[src/rtl/eval_sched.sv]
// eval_sched: walks a list of clause words from clause memory, hands each one to
// eval_prep, waits for the evaluator verdict and forwards unit implications.
module eval_sched #(
  parameter int VAR_PER_CLAUSE   = 5,
  parameter int MAX_VARS_BITS    = 9,
  parameter int CLAUSE_DATA_BITS = 55,
  parameter int CLAUSE_ADDR_BITS = 10
) (
  input  logic                        clock,
  input  logic                        reset,
  input  logic                        start,
  input  logic [CLAUSE_ADDR_BITS-1:0] base_addr,
  input  logic [CLAUSE_ADDR_BITS:0]   clause_cnt,
  input  logic                        abort,
  output logic                        clause_rd_en,
  output logic [CLAUSE_ADDR_BITS-1:0] clause_rd_addr,
  input  logic [CLAUSE_DATA_BITS-1:0] clause_rd_data,
  output logic [CLAUSE_DATA_BITS-1:0] ep_clause_info,
  output logic                        ep_en,
  input  logic                        ce_valid,
  input  logic [1:0]                  ce_status,
  input  logic [MAX_VARS_BITS-1:0]    ce_unit_var,
  input  logic                        ce_unit_val,
  output logic                        imp_valid,
  input  logic                        imp_ready,
  output logic [MAX_VARS_BITS-1:0]    imp_var,
  output logic                        imp_val,
  output logic                        busy,
  output logic                        done,
  output logic                        conflict,
  output logic [CLAUSE_ADDR_BITS-1:0] conflict_addr,
  output logic [CLAUSE_ADDR_BITS:0]   imp_count
);

  // state | meaning
  // IDLE  | waiting for start
  // FETCH | clause read strobe on the bus
  // LOAD  | read data arriving, captured into ep_clause_info
  // EVAL  | waiting for the evaluator verdict
  // IMPLY | offering the implication until the consumer takes it
  // DONE  | one-cycle done pulse, then back to IDLE
  typedef enum logic [2:0] {IDLE, FETCH, LOAD, EVAL, IMPLY, DONE} state_t;

  // Clause word is mask + pole + one var index per literal.
  if (CLAUSE_DATA_BITS != VAR_PER_CLAUSE * (MAX_VARS_BITS + 2)) begin : g_width_check
    $error("clause word width does not match the literal layout");
  end

  state_t                      state_q, state_d;
  logic [CLAUSE_ADDR_BITS-1:0] addr_q, addr_d;
  logic [CLAUSE_ADDR_BITS:0]   remain_q, remain_d;
  logic [CLAUSE_DATA_BITS-1:0] ep_info_q, ep_info_d;
  logic [MAX_VARS_BITS-1:0]    imp_var_q, imp_var_d;
  logic                        imp_val_q, imp_val_d;
  logic                        conflict_q, conflict_d;
  logic [CLAUSE_ADDR_BITS-1:0] conflict_addr_q, conflict_addr_d;
  logic [CLAUSE_ADDR_BITS:0]   imp_count_q, imp_count_d;
  logic                        rd_en_q, rd_en_d;
  logic                        ep_en_q, ep_en_d;
  logic                        imp_valid_q, imp_valid_d;
  logic                        busy_q, busy_d;
  logic                        done_q, done_d;
  logic                        advance;

  always_comb begin
    state_d         = state_q;
    addr_d          = addr_q;
    remain_d        = remain_q;
    ep_info_d       = ep_info_q;
    imp_var_d       = imp_var_q;
    imp_val_d       = imp_val_q;
    conflict_d      = conflict_q;
    conflict_addr_d = conflict_addr_q;
    imp_count_d     = imp_count_q;
    advance         = 1'b0;

    // abort wins over any verdict or handshake arriving in the same cycle
    if (abort && (state_q inside {FETCH, LOAD, EVAL, IMPLY})) begin
      state_d    = DONE;
      conflict_d = 1'b0;
    end else begin
      case (state_q)
        IDLE: begin
          if (start) begin
            addr_d          = base_addr;
            remain_d        = clause_cnt;
            imp_count_d     = '0;
            conflict_d      = 1'b0;
            conflict_addr_d = '0;
            state_d         = (clause_cnt == '0) ? DONE : FETCH;
          end
        end
        FETCH: state_d = LOAD;
        LOAD: begin
          ep_info_d = clause_rd_data;
          state_d   = EVAL;
        end
        EVAL: begin
          if (ce_valid) begin
            case (ce_status)
              2'b10: begin
                imp_var_d = ce_unit_var;
                imp_val_d = ce_unit_val;
                state_d   = IMPLY;
              end
              2'b11: begin
                conflict_d      = 1'b1;
                conflict_addr_d = addr_q;
                state_d         = DONE;
              end
              default: advance = 1'b1;
            endcase
          end
        end
        IMPLY: begin
          if (imp_ready) begin
            imp_count_d = imp_count_q + 1'b1;
            advance     = 1'b1;
          end
        end
        DONE:    state_d = IDLE;
        default: state_d = IDLE;
      endcase

      if (advance) begin
        addr_d   = addr_q + 1'b1;
        remain_d = remain_q - 1'b1;
        state_d  = (remain_d == '0) ? DONE : FETCH;
      end
    end

    rd_en_d     = (state_d == FETCH);
    ep_en_d     = (state_q == LOAD) && (state_d == EVAL);
    imp_valid_d = (state_d == IMPLY);
    busy_d      = (state_d != IDLE);
    done_d      = (state_d == DONE);
  end

  always_ff @(posedge clock or negedge reset) begin
    if (!reset) begin
      state_q         <= IDLE;
      addr_q          <= '0;
      remain_q        <= '0;
      ep_info_q       <= '0;
      imp_var_q       <= '0;
      imp_val_q       <= 1'b0;
      conflict_q      <= 1'b0;
      conflict_addr_q <= '0;
      imp_count_q     <= '0;
      rd_en_q         <= 1'b0;
      ep_en_q         <= 1'b0;
      imp_valid_q     <= 1'b0;
      busy_q          <= 1'b0;
      done_q          <= 1'b0;
    end else begin
      state_q         <= state_d;
      addr_q          <= addr_d;
      remain_q        <= remain_d;
      ep_info_q       <= ep_info_d;
      imp_var_q       <= imp_var_d;
      imp_val_q       <= imp_val_d;
      conflict_q      <= conflict_d;
      conflict_addr_q <= conflict_addr_d;
      imp_count_q     <= imp_count_d;
      rd_en_q         <= rd_en_d;
      ep_en_q         <= ep_en_d;
      imp_valid_q     <= imp_valid_d;
      busy_q          <= busy_d;
      done_q          <= done_d;
    end
  end

  assign clause_rd_en   = rd_en_q;
  assign clause_rd_addr = addr_q;
  assign ep_clause_info = ep_info_q;
  assign ep_en          = ep_en_q;
  assign imp_valid      = imp_valid_q;
  assign imp_var        = imp_var_q;
  assign imp_val        = imp_val_q;
  assign busy           = busy_q;
  assign done           = done_q;
  assign conflict       = conflict_q;
  assign conflict_addr  = conflict_addr_q;
  assign imp_count      = imp_count_q;

endmodule

[config.mk]
export PLATFORM = sky130hd
export DESIGN_NAME = eval_sched
export DESIGN_NICKNAME = d
export VERILOG_FILES = /design/src/rtl/eval_sched.sv
export SDC_FILE = /design/constraint.sdc
export NUM_CORES = 1
export LEC_CHECK = 0
export BUFFER_PORTS_ARGS = -buffer_cell sky130_fd_sc_hd__buf_2
export CAP_MARGIN = 5
export CORE_MARGIN = 4
export CORE_UTILIZATION = 54
export CTS_CLUSTER_DIAMETER = 100
export DETAILED_ROUTE_END_ITERATION = 7
export PLACE_DENSITY_LB_ADDON = 0.1
export SETUP_SLACK_MARGIN = 0.05
export SLEW_MARGIN = 25
export SYNTH_ARGS = -nofsm -noshare
export SYNTH_HDL_FRONTEND = slang
export SYNTH_SLANG_ARGS = --single-unit
[constraint.sdc]
create_clock -name clock -period 3.5 [get_ports clock]
set_input_delay 0.35 -clock clock [delete_from_list [all_inputs] [get_ports clock]]
set_output_delay 0.35 -clock clock [all_outputs]
set_load 0.01 [all_outputs]
* Word-level counts from Yosys, hierarchy flattened
Index checks and enable logic that the tools add are counted.
** Storage, ports and cells
- Bits in registers :: 116
- Input port bits :: 94
- Output and inout bits :: 102
- Logic and storage cells :: 85
** Operators by class
- Add/sub/neg operators :: 3
- Equal/unequal tests :: 17
- Muxes and demuxes :: 31
- Bitwise operators :: 1
- Reductions and logical operators :: 19
** Operators by type and width (count)
- two-way mux 10 bit :: 6
- two-way mux 11 bit :: 5
- logical NOT 11 bit :: 2
- case mux 11 bit (2 select lines) :: 1
- case mux 10 bit (2 select lines) :: 1
- two-way mux 3 bit :: 6
- case mux 3 bit (5 select lines) :: 1
- AND reduction 4 bit :: 3
- adder 11 x 1 -> 11 bit (second input constant) :: 1
- subtractor 11 x 1 -> 11 bit (second input constant) :: 1
- adder 10 x 1 -> 10 bit (second input constant) :: 1
- == test 3 x 2 -> 1 bit (second input constant) :: 3
- == test 3 bit (second input constant) :: 3
- two-way mux 1 bit :: 8
- nonzero test 2 bit :: 4
- == test 3 x 1 -> 1 bit (second input constant) :: 2
- inequality test 2 bit (second input constant) :: 3
- case mux 3 bit (2 select lines) :: 1
- nonzero test 3 bit :: 2
- AND reduction 5 bit :: 1
- == test 2 bit (second input constant) :: 2
- case mux 1 bit (2 select lines) :: 2
- nonzero test 4 bit :: 1
- logical NOT 3 bit :: 1
- 9 further kinds :: 10

* Logic depth before layout (Yosys ltp)
Gate-level depths: netlist (run 1).
- Depth after elaboration :: 10
- Depth in mapped cells :: 7
- Depth with buffers taken out :: 7

* Worst setup path after synthesis (run 1)
No wires, ideal clock.
- Path kind :: flip-flop to flip-flop
- Start :: reg remain_q[0]
- End :: reg rd_en_q, in the netlist clause_rd_en
- Data arrival time :: 1.828 ns
- Setup slack :: 1.551 ns
- Stages on the path, launching flop included :: 8
- Path buffers :: 0
- Period minus slack after synthesis :: 1.949 ns
- Cell sequence :: dfrtp_1 -> inv_1 -> ha_1 -> nor3b_1 -> nand2_1 -> a2111oi_2 -> nand2_1 -> and4b_1
** Between the ends
- Cells in the longest elaborated chain, start to end :: 6
** RTL lines
- start, declared :: RTL line 51 : logic [CLAUSE_ADDR_BITS:0] remain_q, remain_d;
- start signal, assigned :: RTL line 158 : remain_q <= remain_d;
- subtractor 11 x 1 -> 11 bit :: RTL line 127 : remain_d = remain_q - 1'b1;
- logical NOT 11 bit :: RTL line 128 : state_d = (remain_d == '0) ? DONE : FETCH;
- two-way mux 3 bit :: RTL line 128
- two-way mux 3 bit :: RTL line 125 : if (advance) begin
- two-way mux 3 bit :: RTL line 78 : if (abort && (state_q inside {FETCH, LOAD, EVAL, IMPLY})) begin
- == test 3 x 1 -> 1 bit :: RTL line 132 : rd_en_d = (state_d == FETCH);
- named net rd_en_d :: RTL line 58 : logic rd_en_q, rd_en_d;
- end signal, assigned :: RTL line 165 : rd_en_q <= rd_en_d;
- end, declared :: RTL line 58
The timed path passes the listed nets, and every way through them passes these cells.
A chain may end at the register's enable or synchronous reset.

* Worst setup path after layout (run 1)
- Start :: reg state_q[0]
- End :: reg addr_q[8], in the netlist clause_rd_addr[8]
** Between the ends
- Cells in the longest elaborated chain, start to end :: 5
** RTL lines
- start, declared :: RTL line 49 : state_t state_q, state_d;
- start signal, assigned :: RTL line 156 : state_q <= state_d;
- == test 3 bit, or another cell as far along :: RTL line 78, 82
- case mux 1 bit (2 select lines) or nonzero test 4 bit (tied branches) :: RTL line 82, 78
- two-way mux 1 bit or logical AND 1 bit (tied branches) :: RTL line 78
- nonzero test 2 bit (no source line) or NOT 1 bit (tied branches)
- AND reduction 3 bit (no source line)
- end signal, assigned :: RTL line 157 : addr_q <= addr_d;
- end, declared :: RTL line 50 : logic [CLAUSE_ADDR_BITS-1:0] addr_q, addr_d;
Parallel ways exist; a longest one is shown, timed or not. The select of a mux whose other input is x is not followed.

==> flow_summary.json, run 1 <==
{
  "outcome": "complete, no violations",
  "pin_count": 196,
  "grt_pass1_wl_mm": 20.8,
  "groute.usage.overall_pct": 23.0,
  "dr.max_layer_used": "met4",
  "critical_path.endpoint": "clause_rd_addr[8]$_DFFE_PN0P_",
  "period_share_pct": 76.8,
  "wl_met1_mm": 5.39,
  "die_h_um": 108,
  "drive_above_1_share_pct": 48.9,
  "fillers": 697,
  "met3_length_um": 859,
  "setup-tns-final_ns": 0,
  "port_buffers": 195,
  "async_reset_ff_share_pct": 100,
  "tritoncts": "built",
  "cts_resized": 0,
  "die_x_um": 108,
  "rrSetupSlack_ns": 0.81,
  "p_int_mw": 4.07,
  "irDropWorstVdd_uv": 352,
  "ys_ff_latch": 116,
  "vias": 4208,
  "critPathLaunch": "state_q[0]$_DFF_PN0_",
  "start_kind": "flip-flop",
  "clock-sinks": 116,
  "die-area_sq_um": 11600,
  "slew_viol_final": 0,
  "path_class": "reg2reg",
  "ant_nets": 0,
  "ys_types": 59,
  "multi_input_area_sq_um": 2320,
  "syn_nets": 537,
  "finClkSkew_ns": 0.00885,
  "wl_mm": 13.1,
  "dp_hpwl_mm": 9.39,
  "synth_area_per_cell_sq_um": 12.2,
  "drtIter0Drc": 287,
  "vias_per_cell": 5.39,
  "area_delta_synth_final_pct": 31.2,
  "reg2regPathDepth": 5,
  "sw_frac_of_total_pct": 34.6,
  "share_seq_of_total_power_pct": 37.2,
  "arrival_ns": 3.07,
  "cpMaxStageDelayCell": "a21boi_2",
  "diodes": 0,
  "crit_chain": "nand2_1 > o32a_4 > a21boi_2 > nand2_1 > a22o_1",
  "start_util_pct": 55.2,
  "power.density_nw_per_um2": 884,
  "critical_path.max_fanout": 34,
  "p_leak_nw": 3.47,
  "final-setup-viol-count": 0,
  "drc_errors": 0,
  "synthCells": 439,
  "grt_pass1_vias": 4103,
  "wl_per_cell_um": 16.8,
  "power.switching_mw": 2.15,
  "cp_common_cell": "nand2_1",
  "rr_endpoint": "clause_rd_addr[8]$_DFFE_PN0P_",
  "gp_congestion": 0.810,
  "power_frac_comb_pct": 35.0,
  "yosys_warnings": 0,
  "synth_edf_count": 0,
  "relSlewSlack_pct": 39.9,
  "rows": 36,
  "pwr-share-clk_pct": 27.7,
  "synth_ff_type": "dfrtp_1",
  "drtPass1Iterations": 4,
  "worst_ep_required_time_ns": 3.88,
  "grt_max_degree": 117,
  "drv_cap": 0,
  "cp_top_family": "compound AO/OA/AOI/OAI gates",
  "coreArea_sq_um": 9730,
  "cts-buffers-inserted": 17,
  "end_kind": "flip-flop",
  "ys_seq_area_share_pct": 54.1,
  "period_minus_slack_ns": 2.69,
  "register_area_sq_um": 2900,
  "final_nets": 734,
  "synthesis.area_sq_um": 5370,
  "fmax_ghz": 0.372,
  "root_buffer": "clkbuf_8",
  "gr-total-overflow": 0,
  "hold_path.class": "in2reg",
  "hold_violations": 0,
  "wl_met2_mm": 6.60,
  "antenna_found_initial": 0,
  "clock_latency_ns": 0.50,
  "worst_pin_slew_ns": 0.896,
  "max_stage_delay_ns": 0.75,
  "clockBufferDepth": 2,
  "rsz0062_at_grt": "false",
  "h-tree-depth": 4,
  "fin_area_sq_um": 7040,
  "crit_cells": 5,
  "r2r_start": "state_q[0]$_DFF_PN0_",
  "final_common_cell": "buf_2",
  "crit_buf_inv": 0,
  "dpl-instance-area_sq_um": 6430,
  "layout_common_cells": "194 x buf_2, 116 x dfrtp_1, 55 x mux2_2, 28 x o21ai_0, 26 x nor2_1",
  "path_clk_slew_ns": 0.06
}
[sequential cells by signal, indices dropped and copies added, names as in the netlist]
signal	count
conflict_addr	10
busy	1
imp_valid	1
conflict	1
ep_clause_info	55
done	1
imp_var	9
remain_q	11
ep_en	1
imp_val	1
clause_rd_addr	10
imp_count	11
clause_rd_en	1
state_q	3
[synth_stat cells, drive strengths merged (4+ instances only)]
cell type / instances / area share (%)
nor3: 4 / 0.37
ha: 4 / 0.93
nor3b: 5 / 0.70
nand3: 10 / 0.93
xor2: 6 / 0.98
dfrtp: 116 / 54
a22o: 12 / 2.0
xnor2: 5 / 0.82
nand2b: 4 / 0.47
o21ai: 33 / 3.3
buf: 21 / 2.4
nor4: 6 / 0.70
nand2: 26 / 2.0
a21oi: 25 / 2.3
nor4b: 4 / 1.0
nand4: 8 / 1.2
mux2: 68 / 15
and3: 9 / 1.0
nor2: 26 / 1.8
[layer usage]
metal,global-route usage [%],vias to the layer above
li1,-,2006
met1,28.5,2014
met2,38.5,158
met3,6.66,30
met4,7.84,0
met5,0,-
[cells by family (layout without fill, tap and decap cells)]
family / count (synthesis) / after routing / synth area share (%)
adder cells (fa/ha/maj): 4 / 4 / 0.932
AND/OR/NAND/NOR: 116 / 116 / 12.3
buffers and inverters: 26 / 235 / 2.80
flip-flops: 116 / 116 / 54.1
multiplexers: 71 / 71 / 15.7
AO/OA/AOI/OAI: 95 / 95 / 12.3
XOR/XNOR: 11 / 11 / 1.79
[worst min path at each step]
stage                         startpoint                endpoint  slack (ns)  cells past startpoint
final                     ce_unit_var[4]  imp_var[4]$_DFFE_PN0P_        0.08                      2
after global routing      ce_unit_var[4]  imp_var[4]$_DFFE_PN0P_        0.05                      2
after CTS                 ce_unit_var[4]  imp_var[4]$_DFFE_PN0P_        0.05                      2
after detailed placement           reset  imp_var[4]$_DFFE_PN0P_        0.49                      2
after global placement             reset  imp_var[4]$_DFFE_PN0P_        0.48                      2
after floorplan                    reset          busy$_DFF_PN0_        0.05                      0
[power groups by stage]
stage	clock network (mW)	logic [mW]	registers, mW
4_1_cts	1.76	2.21	2.32
6_report	1.73	2.18	2.32
3_5_place_dp	0	2.19	2.33
2_1_floorplan	0	1.24	2.45
3_3_place_gp	0	2.13	2.30
5_1_grt	1.83	2.39	2.40
[final cells by class]
| cell class | count | share of cell area, % |
|---|---|---|
| Timing Repair Buffer | 201 | 14.7 |
| Multi-Input combinational cell | 297 | 33.0 |
| Inverter | 3 | 0.160 |
| Clock buffer | 23 | 6.77 |
| Clock inverter | 8 | 1.76 |
| Tap cell | 133 | 2.36 |
| Sequential cell | 116 | 41.2 |
[worst register-to-register path, stage by stage, from the launching register on]
cell      delay, ns
dfrtp_1        0.68
nand2_1        0.20
o32a_4         0.55
a21boi_2       0.75
nand2_1        0.12
a22o_1         0.27
[what timing repair did]
action	CTS	global route
endpoints found under the hold margin	116	0
hold buffers	1	0
setup buffers	0	0
[stage by stage]
| step | total power, mW | worst slack, ns | utilization (%) | hold WS, ns | cells |
|---|---|---|---|---|---|
| floorplan | 3.69 | 1.55 | - | 0.0544 | 439 |
| global placement | 4.44 | 0.990 | 66.1 | 0.481 | 749 |
| detailed placement | 4.52 | 0.878 | 66.1 | 0.489 | 749 |
| CTS | 6.28 | 0.863 | 72.4 | 0.0550 | 781 |
| global route | 6.62 | 0.606 | 72.4 | 0.0546 | 781 |
| finish | 6.23 | 0.814 | 72.4 | 0.0765 | 781 |
Power figures use the tool's default switching activity.
==> inputs of run 2 (changes only) <==
Settings changed: CORE_UTILIZATION 54 to 45.
Clock period 3.5 ns to 2.4 ns, I/O delays scaled along.
==> run 2 against run 1 <==
  * Register-to-register slack worse by 0.60 ns
  * Core utilization down 11 points
  * Non-clock buffer count up 6
  * Worst setup slack worse by 0.60 ns
  * Largest power group unchanged
  * Wire length up 2.5%
  * Flip-flop and latch count unchanged
  * Highest routed layer unchanged
  * Design area about the same
  * Power up 43%
  * Clock skew down 0.0044 ns
  * Worst hold slack worse by 0.016 ns
==> flow_summary.json, run 2 (same netlist as run 1, synthesis figures left out) <==
{
  "crit_chain": "or2_1 > o32a_4 > a21boi_2 > buf_4 > nand2_1 > a22o_1",
  "max_stage_delay_ns": 0.50,
  "die-area_sq_um": 13700,
  "period_minus_slack_ns": 2.18,
  "grt_pass1_wl_mm": 20.7,
  "grt_pass1_vias": 4154,
  "final_nets": 740,
  "vias_per_cell": 5.24,
  "setup-tns-final_ns": 0,
  "fmax_ghz": 0.458,
  "cts-buffers-inserted": 17,
  "dpl-instance-area_sq_um": 6500,
  "end_kind": "flip-flop",
  "clock-sinks": 116,
  "final-setup-viol-count": 0,
  "cpMaxStageDelayCell": "dfrtp_1",
  "hold_path.class": "in2reg",
  "cp_top_family": "compound AO/OA/AOI/OAI gates",
  "final_cells": 798,
  "grt_max_degree": 117,
  "coreArea_sq_um": 11600,
  "wl_mm": 13.5,
  "dp_hpwl_mm": 9.77,
  "rows": 39,
  "crit_buf_inv": 1,
  "clock_latency_ns": 0.41,
  "die_x_um": 117,
  "start_kind": "flip-flop",
  "p_int_mw": 5.75,
  "setup_slack_ns": 0.218,
  "final_common_cell": "buf_2",
  "multi_input_area_sq_um": 2320,
  "whs_endpoint": "imp_var[2]$_DFFE_PN0P_",
  "pin_count": 196,
  "gr-total-overflow": 0,
  "root_buffer": "clkbuf_16",
  "power.density_nw_per_um2": 1260,
  "drive_above_1_share_pct": 49.3,
  "place_ws_ns": 0.243,
  "largest_reg_flops": 55,
  "register_area_sq_um": 2900,
  "diodes": 0,
  "whs_ns": 0.0609,
  "min_path_cells": 2,
  "power_frac_comb_pct": 37.0,
  "path_class": "reg2reg",
  "vias": 4178,
  "area_delta_synth_final_pct": 31.3,
  "clockBufferDepth": 2,
  "sw_frac_of_total_pct": 35.5,
  "slew_viol_final": 0,
  "ant_nets": 0,
  "p_total_mw": 8.91,
  "placed_cells": 765,
  "port_buffers": 195,
  "drtPass1Iterations": 4,
  "utilization_pct": 61.0,
  "p_leak_nw": 3.49,
  "hold_violations": 0,
  "drv_cap": 0,
  "reg2regPathDepth": 6,
  "tritoncts": "built",
  "worst_ep_required_time_ns": 2.69,
  "irDropWorstVdd_uv": 469,
  "r2r_start": "state_q[1]$_DFF_PN0_",
  "drc_errors": 0,
  "die_h_um": 117,
  "drtIter0Drc": 249,
  "fillers": 971,
  "fin_area_sq_um": 7050,
  "period_share_pct": 90.9,
  "arrival_ns": 2.47,
  "outcome": "complete, no violations",
  "antenna_found_initial": 0,
  "path_clk_slew_ns": 0.05,
  "power.switching_mw": 3.16,
  "critical_path.max_fanout": 34,
  "gp_congestion": 0.878,
  "worst_pin_slew_ns": 0.671,
  "start_util_pct": 46.4,
  "layout_common_cells": "194 x buf_2, 116 x dfrtp_1, 55 x mux2_2, 27 x o21ai_0, 26 x nor2_1",
  "hold_start": "ce_unit_var[2]",
  "wl_per_cell_um": 16.9,
  "finClkSkew_ns": 0.00445,
  "rrSetupSlack_ns": 0.22,
  "rsz0062_at_grt": "false",
  "pwr-share-clk_pct": 25.6,
  "relSlewSlack_pct": 55.2,
  "groute.usage.overall_pct": 19.8,
  "h-tree-depth": 4,
  "share_seq_of_total_power_pct": 37.4,
  "rr_endpoint": "remain_q[8]$_DFFE_PN0P_"
}
-- run 2: worst max-delay path by stage --
| stage | start | endpoint | slack [ns] | cells after the start |
|---|---|---|---|---|
| 6_report | state_q[1]$_DFF_PN0_ | remain_q[8]$_DFFE_PN0P_ | 0.22 | 6 |
| 3_3_place_gp | state_q[1]$_DFF_PN0_ | remain_q[8]$_DFFE_PN0P_ | 0.29 | 6 |
| 2_1_floorplan | remain_q[0]$_DFFE_PN0P_ | clause_rd_en$_DFF_PN0_ | 0.45 | 7 |
| 5_1_grt | state_q[1]$_DFF_PN0_ | remain_q[8]$_DFFE_PN0P_ | 0.1 | 6 |
| 4_1_cts | state_q[1]$_DFF_PN0_ | remain_q[8]$_DFFE_PN0P_ | 0.22 | 6 |
| 3_5_place_dp | state_q[1]$_DFF_PN0_ | clause_rd_addr[8]$_DFFE_PN0P_ | 0.24 | 6 |
-- run 2: layout make-up --
class | count | share of cell area [%]
Sequential cell | 116 | 41.2
Multi-Input combinational cell | 297 | 33.0
Timing Repair Buffer | 207 | 15.5
Clock buffer | 21 | 6.39
Tap cell | 143 | 2.54
Clock inverter | 11 | 1.22
Inverter | 3 | 0.160
-- run 2: power by group through the flow --
stage	Sequential (mW)	Clock (mW)	Combinational, mW
CTS	3.34	2.34	3.35
global placement	3.32	0	3.27
finish	3.33	2.28	3.30
floorplan	3.58	0	1.80
global route	3.46	2.44	3.63
detailed placement	3.36	0	3.33
-- run 2: per-layer routing --
layer	part of all wire [%]	vias to the layer above	GRT usage, %
met4	1.6	0	7.57
met3	7.0	19	6.02
li1	-	2022	-
met2	49	141	33.3
met1	42	1996	24.0
met5	0	-	0
-- run 2: what timing repair did --
item                      in CTS  in global routing
gates resized for setup        0                  0
hold endpoints to repair     116                  0
hold buffers                   1                  0
setup buffers                  0                  0
==> inputs of run 3 (changes only) <==
Settings changed: CELL_PAD_IN_SITES_DETAIL_PLACEMENT from default to 2, CELL_PAD_IN_SITES_GLOBAL_PLACEMENT from default to 2, CORE_UTILIZATION 45 to 28.
==> run 3 against run 2 <==
  * Worst setup slack gained 0.018 ns
  * First-iteration DRC count shrank 63%
  * Clock power grew 25%
  * Wire length grew 31%
  * Worst hold slack lost 0.0084 ns
  * Cell count grew 12%
  * Non-clock buffer count grew 7
  * Clock skew grew 0.0038 ns
  * Die area grew 56%
  * Combinational power grew 4%
  * Design area grew 4.1%
  * Critical path type unchanged
  * Largest cell class unchanged
  * Largest power group is now combinational cells
==> flow_summary.json, run 3 (same netlist as run 1, synthesis figures left out) <==
{
  "outcome": "complete, no violations",
  "drive_above_1_share_pct": 50.3,
  "port_buffers": 195,
  "irDropWorstVdd_uv": 500,
  "grt_pass1_wl_mm": 28.2,
  "drtIter0Drc": 92,
  "power_frac_comb_pct": 35.5,
  "final_common_cell": "buf_2",
  "critical_path.max_fanout": 26,
  "drtPass1Iterations": 4,
  "final_nets": 747,
  "die-area_sq_um": 21400,
  "setup-tns-final_ns": 0,
  "wl_per_cell_um": 19.6,
  "fmax_ghz": 0.462,
  "die_h_um": 146,
  "cts-buffers-inserted": 17,
  "vias": 4384,
  "root_buffer": "clkbuf_16",
  "largest_reg_flops": 55,
  "rsz0062_at_grt": "false",
  "path_clk_slew_ns": 0.06,
  "final_cells": 896,
  "p_int_mw": 6.23,
  "clockBufferDepth": 2,
  "setup_slack_ns": 0.236,
  "place_ws_ns": 0.243,
  "h-tree-depth": 4,
  "grt_pass1_vias": 4943,
  "share_seq_of_total_power_pct": 35.1,
  "whs_ns": 0.0525,
  "slew_viol_final": 0,
  "tritoncts": "built",
  "arrival_ns": 2.46,
  "ant_nets": 0,
  "clock-sinks": 116,
  "power.switching_mw": 3.46,
  "clock_latency_ns": 0.41,
  "worst_ep_required_time_ns": 2.69,
  "fillers": 2016,
  "hold_path.class": "in2reg",
  "relSlewSlack_pct": 63.2,
  "end_kind": "flip-flop",
  "layout_common_cells": "194 x buf_2, 116 x dfrtp_1, 55 x mux2_2, 27 x o21ai_0, 26 x nor2_1",
  "power.density_nw_per_um2": 1320,
  "gp_congestion": 0.835,
  "sw_frac_of_total_pct": 35.7,
  "area_delta_synth_final_pct": 36.8,
  "antenna_found_initial": 1,
  "drv_cap": 0,
  "hold_violations": 0,
  "drc_errors": 0,
  "rrSetupSlack_ns": 0.24,
  "coreArea_sq_um": 18800,
  "period_minus_slack_ns": 2.16,
  "path_class": "reg2reg",
  "placed_cells": 863,
  "p_leak_nw": 3.57,
  "start_kind": "flip-flop",
  "pwr-share-clk_pct": 29.4,
  "start_util_pct": 28.6,
  "dp_hpwl_mm": 13.5,
  "rows": 50,
  "diodes": 0,
  "gr-total-overflow": 0,
  "groute.usage.overall_pct": 16.5,
  "final-setup-viol-count": 0,
  "grt_max_degree": 57,
  "die_x_um": 146,
  "pin_count": 196,
  "vias_per_cell": 4.89,
  "finClkSkew_ns": 0.00829,
  "wl_mm": 17.6,
  "period_share_pct": 90.2,
  "worst_pin_slew_ns": 0.552
}
==> run 3: cell types whose count changed in the layout (fill, tap and decap cells not counted), sizes merged <==
cell      before  now
bufinv         1    5
clkbuf        21   18
buf          206  213
inv            3    7
clkinvlp       1    2
clkinv         9    3
==> run 3: worst paths after layout <==
path,from,endpoint,depth (start not counted)
worst max-delay path,state_q[2]$_DFF_PN0_,remain_q[5]$_DFFE_PN0P_,6
max in group asynchronous,reset,ep_clause_info[46]$_DFFE_PN0P_,3
worst min-delay path,clause_rd_data[41],ep_clause_info[41]$_DFFE_PN0P_,2
worst max register to register,state_q[2]$_DFF_PN0_,remain_q[5]$_DFFE_PN0P_,6
min in group asynchronous,reset,ep_clause_info[41]$_DFFE_PN0P_,2
worst min register to register,ep_clause_info[22]$_DFFE_PN0P_,ep_clause_info[22]$_DFFE_PN0P_,1
==> run 3: critical path: stages (launching register included) <==
cell	delay, ns
dfrtp_1	0.53
nand2b_1	0.27
o32a_4	0.47
a21boi_2	0.18
buf_4	0.27
nand2_1	0.08
a22o_1	0.24
==> run 3: area by class of cell <==
| type | count | area, sq um | share of cell area [%] |
|---|---|---|---|
| flip-flops and latches | 116 | 2900 | 39.5 |
| inverters | 3 | 11.3 | 0.153 |
| repair buffers | 214 | 1150 | 15.6 |
| well taps | 234 | 293 | 3.99 |
| multi-input cells | 297 | 2320 | 31.7 |
| clock buffers | 18 | 439 | 5.98 |
| clock inverters | 14 | 223 | 3.03 |
==> run 3: power by group through the flow <==
| stage | combinational (mW) | clock (mW) | sequential, mW |
|---|---|---|---|
| 3_5_place_dp | 3.51 | 0 | 3.44 |
| 5_1_grt | 3.80 | 3.04 | 3.53 |
| 4_1_cts | 3.54 | 2.93 | 3.41 |
| 3_3_place_gp | 3.41 | 0 | 3.36 |
| 6_report | 3.44 | 2.84 | 3.40 |
| 2_1_floorplan | 1.80 | 0 | 3.58 |
==> run 3: metal layers <==
layer  routed length [um]  track usage (%)
met1                 7630             20.1
met2                 8990             29.0
met3                  770             4.47
met4                  190             4.09
met5                    9                0
==> run 3: what timing repair did <==
item | 4_1_cts | 5_1_grt
gates resized for setup | 0 | 0
hold buffers | 1 | 0
endpoints found under the hold margin | 37 | 0
buffers inserted | 0 | 0
==> run 3: through the flow <==
step | power, mW | area, sq um | util (%)
2_1_floorplan | 5.38 | 5370 | -
3_3_place_gp | 6.77 | 6670 | 35.5
3_5_place_dp | 6.95 | 6670 | 35.5
4_1_cts | 9.88 | 7340 | 39.1
5_1_grt | 10.4 | 7340 | 39.1
6_report | 9.69 | 7340 | 39.1
